--- config.mk ---
export PLATFORM = sky130hd
export DESIGN_NAME = mem_port_arbiter
export DESIGN_NICKNAME = d
export VERILOG_FILES = /design/src/rtl/mem_port_arbiter.sv
export SDC_FILE = /design/constraint.sdc
export NUM_CORES = 1
export LEC_CHECK = 0
export ABC_AREA = 1
export CORE_MARGIN = 8
export CORE_UTILIZATION = 35
export DETAILED_ROUTE_END_ITERATION = 16
export PLACE_DENSITY = 0.82
export SYNTH_ARGS = -nofsm -noshare
export SYNTH_HDL_FRONTEND = slang
export SYNTH_SLANG_ARGS = --single-unit
--- constraint.sdc ---
create_clock -name clk -period 1.3 [get_ports clk]
set_input_delay 0.26 -clock clk [delete_from_list [all_inputs] [get_ports clk]]
set_output_delay 0.26 -clock clk [all_outputs]
set_load 0.01 [all_outputs]
--- src/rtl/mem_port_arbiter.sv ---
// Single memory port shared by instruction fetch and data access, data first.
// Define ARB_STARVE_GUARD_EN to add the fetch starvation guard.
module mem_port_arbiter #(
    parameter int MEM_LATENCY  = 2,
    parameter int STARVE_LIMIT = 4
) (
    input  logic        clk,
    input  logic        rst_n,
    input  logic        clk_en,
    input  logic        if_req,
    input  logic [31:0] if_addr,
    output logic        if_gnt,
    output logic        if_rvalid,
    output logic [31:0] if_rdata,
    input  logic        dm_re,
    input  logic [3:0]  dm_we,
    input  logic [31:0] dm_addr,
    input  logic [31:0] dm_wdata,
    input  logic        dm_lock,
    output logic        dm_gnt,
    output logic        dm_rvalid,
    output logic [31:0] dm_rdata,
    output logic        mem_re,
    output logic [3:0]  mem_we,
    output logic [31:0] mem_addr,
    output logic [31:0] mem_wdata,
    input  logic [31:0] mem_rdata
);
    logic                   w_data_req;
    logic                   w_data_win;
    logic                   w_fetch_win;
    logic                   w_starved;
    logic                   w_last_v;
    logic                   w_last_f;
    logic                   r_lock;
    logic [MEM_LATENCY-1:0] r_pv;
    logic [MEM_LATENCY-1:0] r_pf;

    assign w_data_req = dm_re | (|dm_we);

`ifdef ARB_STARVE_GUARD_EN
    logic [3:0] r_starve;

    assign w_starved = (r_starve == 4'(STARVE_LIMIT));

    always_ff @(posedge clk or negedge rst_n) begin
        if (!rst_n) begin
            r_starve <= 4'd0;
        end else if (clk_en) begin
            if (!if_req || w_fetch_win)
                r_starve <= 4'd0;
            else if (!w_starved)
                r_starve <= r_starve + 4'd1;
        end
    end
`else
    assign w_starved = 1'b0;
`endif

    // A held lock blocks fetch outright, even a starved one.
    always_comb begin
        w_data_win  = 1'b0;
        w_fetch_win = 1'b0;
        if (clk_en) begin
            if (r_lock)
                w_data_win = w_data_req;
            else if (w_starved && if_req)
                w_fetch_win = 1'b1;
            else if (w_data_req)
                w_data_win = 1'b1;
            else
                w_fetch_win = if_req;
        end
    end

    assign if_gnt    = w_fetch_win;
    assign dm_gnt    = w_data_win;
    assign mem_re    = w_data_win ? dm_re : w_fetch_win;
    assign mem_we    = w_data_win ? dm_we : 4'h0;
    assign mem_wdata = w_data_win ? dm_wdata : 32'h0;
    assign mem_addr  = w_data_win  ? dm_addr :
                       w_fetch_win ? if_addr : 32'h0;

    assign w_last_v = r_pv[MEM_LATENCY-1];
    assign w_last_f = r_pf[MEM_LATENCY-1];

    always_ff @(posedge clk or negedge rst_n) begin
        if (!rst_n) begin
            r_lock <= 1'b0;
            r_pv   <= '0;
            r_pf   <= '0;
        end else if (clk_en) begin
            r_lock <= dm_lock & w_data_win;
            for (int i = MEM_LATENCY - 1; i > 0; i--) begin
                r_pv[i] <= r_pv[i-1];
                r_pf[i] <= r_pf[i-1];
            end
            r_pv[0] <= mem_re;
            r_pf[0] <= w_fetch_win;
        end
    end

    always_ff @(posedge clk or negedge rst_n) begin
        if (!rst_n) begin
            if_rvalid <= 1'b0;
            dm_rvalid <= 1'b0;
            if_rdata  <= 32'h0;
            dm_rdata  <= 32'h0;
        end else if (clk_en) begin
            if_rvalid <= w_last_v & w_last_f;
            dm_rvalid <= w_last_v & ~w_last_f;
            if (w_last_v && w_last_f)
                if_rdata <= mem_rdata;
            if (w_last_v && !w_last_f)
                dm_rdata <= mem_rdata;
        end
    end
endmodule

==> impl_metrics.py <==
metrics = {
    "power": {
        "power_frac_clock_pct": 22.1,
        "power.leakage_nw": 3.96,
        "power_switching_mw": 2.30,
        "internal_power_mw": 4.74,
        "p_seq_share_pct": 38.8,
        "swShare_pct": 32.6,
        "pwr-share-comb_pct": 39.1,
        "power_density_nw_per_um2": 865,
        "ir_drop_uv": 877,
    },
    "timing": {
        "tns_ns": -24.41,
        "worst_pin_slew_ns": 0.374,
        "setup_slack_ns": -0.535,
        "rsz0062_at_grt": "yes",
        "fin_worst_skew_ns": 0.00777,
        "final.min_clock_period_ns": 1.84,
        "hold_viol": 0,
        "slew_viol_final": 0,
        "period_share_pct": 141,
        "setup_violations": 70,
        "max_freq_mhz": 545,
        "slew-limit-headroom_pct": 75.1,
    },
    "clock_network": {
        "ctsHtreeMaxLevel": 3,
        "path_clk_slew_ns": 0.07,
        "worstSkewPairLatency_ns": 0.35,
        "cts.sinks": 71,
        "clock-root-buffer": "clkbuf_8",
        "clock_path_buffers": 2,
        "cts_tree": "yes",
        "numCtsBuffers": 9,
    },
    "synth": {
        "ys_seq_elements": 71,
        "syn_area_um2": 3890,
        "yosys.cell_types.count": 22,
        "netlist_instances": 465,
        "synth_area_per_cell_um2": 8.36,
        "synth_most_common_cell": "nand2_1",
        "synthFlopType": "dfrtp_1",
        "synthTopCellsByArea": "dfrtp_1, nand2_1, o21ai_2",
        "synth_common_cells": "nand2_1, inv_1, dfrtp_1, nand3_1, o21ai_2",
        "yosysTopAreaCell": "dfrtp_1",
        "synth_warnings": 0,
        "ys_seq_area_share_pct": 45.7,
        "synthArstFlopShare_pct": 100,
        "syn_nets": 603,
        "synth_edf_count": 0,
        "yosys.area.top_type_share_pct": 45.7,
    },
    "critical_path": {
        "rr_startpoint": "r_lock$_DFFE_PN0P_",
        "max_stage_delay_ns": 0.41,
        "cp.arrival_ns": 1.58,
        "required_ns": 1.04,
        "cp_max_fo": 5,
        "crit_path_start_kind": "flip-flop",
        "setup.worst_path.class": "flip-flop to output pin",
        "critical_path_buf_inv_count": 3,
        "cp_top_family": "buffers and inverters",
        "path_cells": "nor2_4 > buf_4 > clkbuf_16 > nand3_1 > nand2_1 > buf_2",
        "worstSetupEndpointType": "output pin",
        "reg2reg_to": "r_pv[0]$_DFFE_PN0P_",
        "slowest_stage": "dfrtp_1",
        "ff2ff_setup_slack_ns": 0.10,
        "worst_r2r_path_depth": 6,
    },
    "layout": {
        "nFillCells": 681,
        "drive_gt1_share_pct": 37.3,
        "syn2layout_area_growth_pct": 109,
        "multi_input_area_um2": 1970,
        "final_cells": 932,
        "final_core_util_pct": 75.0,
        "regArea_um2": 1780,
        "fin_nets": 923,
    },
    "status": {
        "status": "finished with violations",
        "failed_checks": "setup timing",
    },
    "placement": {
        "gp_congestion": 0.922,
        "dp.cells": 868,
        "dpl.hpwl_um": 12700,
        "io_buffers": 274,
    },
    "worst_hold_path": {
        "worstHoldStart": "dm_re",
        "hold_end": "r_pv[0]$_DFFE_PN0P_",
        "hold_class": "input port to flip-flop",
        "worstHoldPathCells": 3,
    },
    "global_route": {
        "overflow": 0,
        "grt_pass1_vias": 4936,
        "grt_start_max_net_pins": 72,
        "grt_pass1_wl_um": 28100,
        "antenna_found_initial": 2,
        "grt_use_total_pct": 24.7,
    },
    "route": {
        "drt_wl_total_um": 20900,
        "route.detailed.drc": 0,
        "num_vias": 4790,
        "ant_nets": 0,
        "drt_first_pass_iters": 5,
        "routedWlPerCell_um": 22.4,
        "via_per_inst": 5.14,
        "drt_iter0_markers": 500,
    },
    "job": {
        "max_cap_violations": 0,
    },
    "die": {
        "die_w_um": 121,
        "row_count": 38,
        "ioPinCount": 275,
        "dieHeight_um": 121,
        "core_area_um2": 10800,
        "die_area_um2": 14700,
        "start_util_pct": 35.9,
    },
}
[worst max-delay path by stage]
stage                       startpoint      endpoint  slack [ns]  cells past startpoint
floorplan                       clk_en   mem_addr[0]         0.1                      6
detailed placement            dm_we[3]   mem_addr[9]       -0.99                      8
global route        r_lock$_DFFE_PN0P_  mem_addr[13]       -0.57                      6
finish              r_lock$_DFFE_PN0P_  mem_addr[13]       -0.54                      6
global placement              dm_we[3]   mem_addr[9]       -0.98                      8
CTS                 r_lock$_DFFE_PN0P_  mem_addr[23]       -0.40                      6
[cell usage in the layout (no fill, tap or decap), types with 4 or more instances in the layout]
master,netlist,final
clkbuf_2,0,7
buf_6,12,74
buf_8,2,10
nand3_2,12,15
o21ai_0,10,10
clkinv_2,0,4
nand2_2,0,15
nand3_1,57,48
buf_2,5,14
dfrtp_1,71,71
buf_12,1,19
inv_1,73,69
o21ai_1,12,12
buf_16,0,7
inv_2,1,4
nand3_4,1,7
nor2_4,3,35
nand2_4,3,4
clkdlybuf4s15_1,0,58
clkdlybuf4s50_1,0,129
buf_4,6,15
clkbuf_8,1,10
o21ai_2,43,43
nand2_1,113,96
[worst register-to-register path, stage by stage, from the launching register on]
cell	delay, ns
dfrtp_1	0.41
nor2_4	0.17
buf_4	0.15
clkbuf_16	0.14
nand2_2	0.06
buf_4	0.13
nand3_1	0.06
[stage by stage]
step                power [mW]  worst slack (ns)  instance area [µm²]  hold WS (ns)
global placement          5.17            -0.982                 6790         0.310
CTS                       6.87            -0.404                 7660         0.186
detailed placement        5.23            -0.991                 6790         0.316
finish                    7.04            -0.535                 8140         0.204
floorplan                 3.63            0.0959                 3890       -0.0356
global route              7.39            -0.573                 8140         0.210
[cell type report]
type                    count  area share [%]
repair buffers            339            46.2
multi-input cells         290            24.2
flip-flops and latches     71            21.8
inverters                  74            3.45
well taps                 140            2.15
clock buffers              10            1.69
clock inverters             6           0.446
diodes                      2          0.0615
[power by group through the flow]
| stage | Sequential [mW] | Clock (mW) | Combinational (mW) |
|---|---|---|---|
| CTS | 2.73 | 1.62 | 2.52 |
| finish | 2.73 | 1.56 | 2.75 |
| floorplan | 2.90 | 0 | 0.727 |
| global placement | 2.74 | 0 | 2.43 |
| detailed placement | 2.76 | 0 | 2.47 |
| global route | 2.77 | 1.71 | 2.92 |
[registers in the layout (all words and copies together), names as in the netlist]
name	flops
dm_rdata	32
dm_rvalid	1
if_rdata	32
if_rvalid	1
r_lock	1
r_pf	2
r_pv	2
[logic make-up after synthesis]
logic type / synth area share [%]
compound gates: 12.5
buf+inv: 14.5
flops: 45.7
simple gates: 27.3
[layer usage]
metal / part of all wire (%) / wire length, µm / vias up / global-route usage [%]
li1: - / - / 2093 / -
met1: 35 / 7230 / 2280 / 25.3
met2: 50 / 10400 / 322 / 42.6
met3: 9.9 / 2080 / 95 / 9.49
met4: 5.8 / 1200 / 0 / 13.8
met5: 0 / 0 / - / 0
[repair_timing]
item	in CTS	in global routing
endpoints found under the hold margin	71	0
hold buffers	1	0
pin swaps	26	14
gates cloned	12	2
buffers inserted	26	11
setup endpoints to repair	203	104
gates resized for setup	558	114
(Power assumes the default switching activity.)
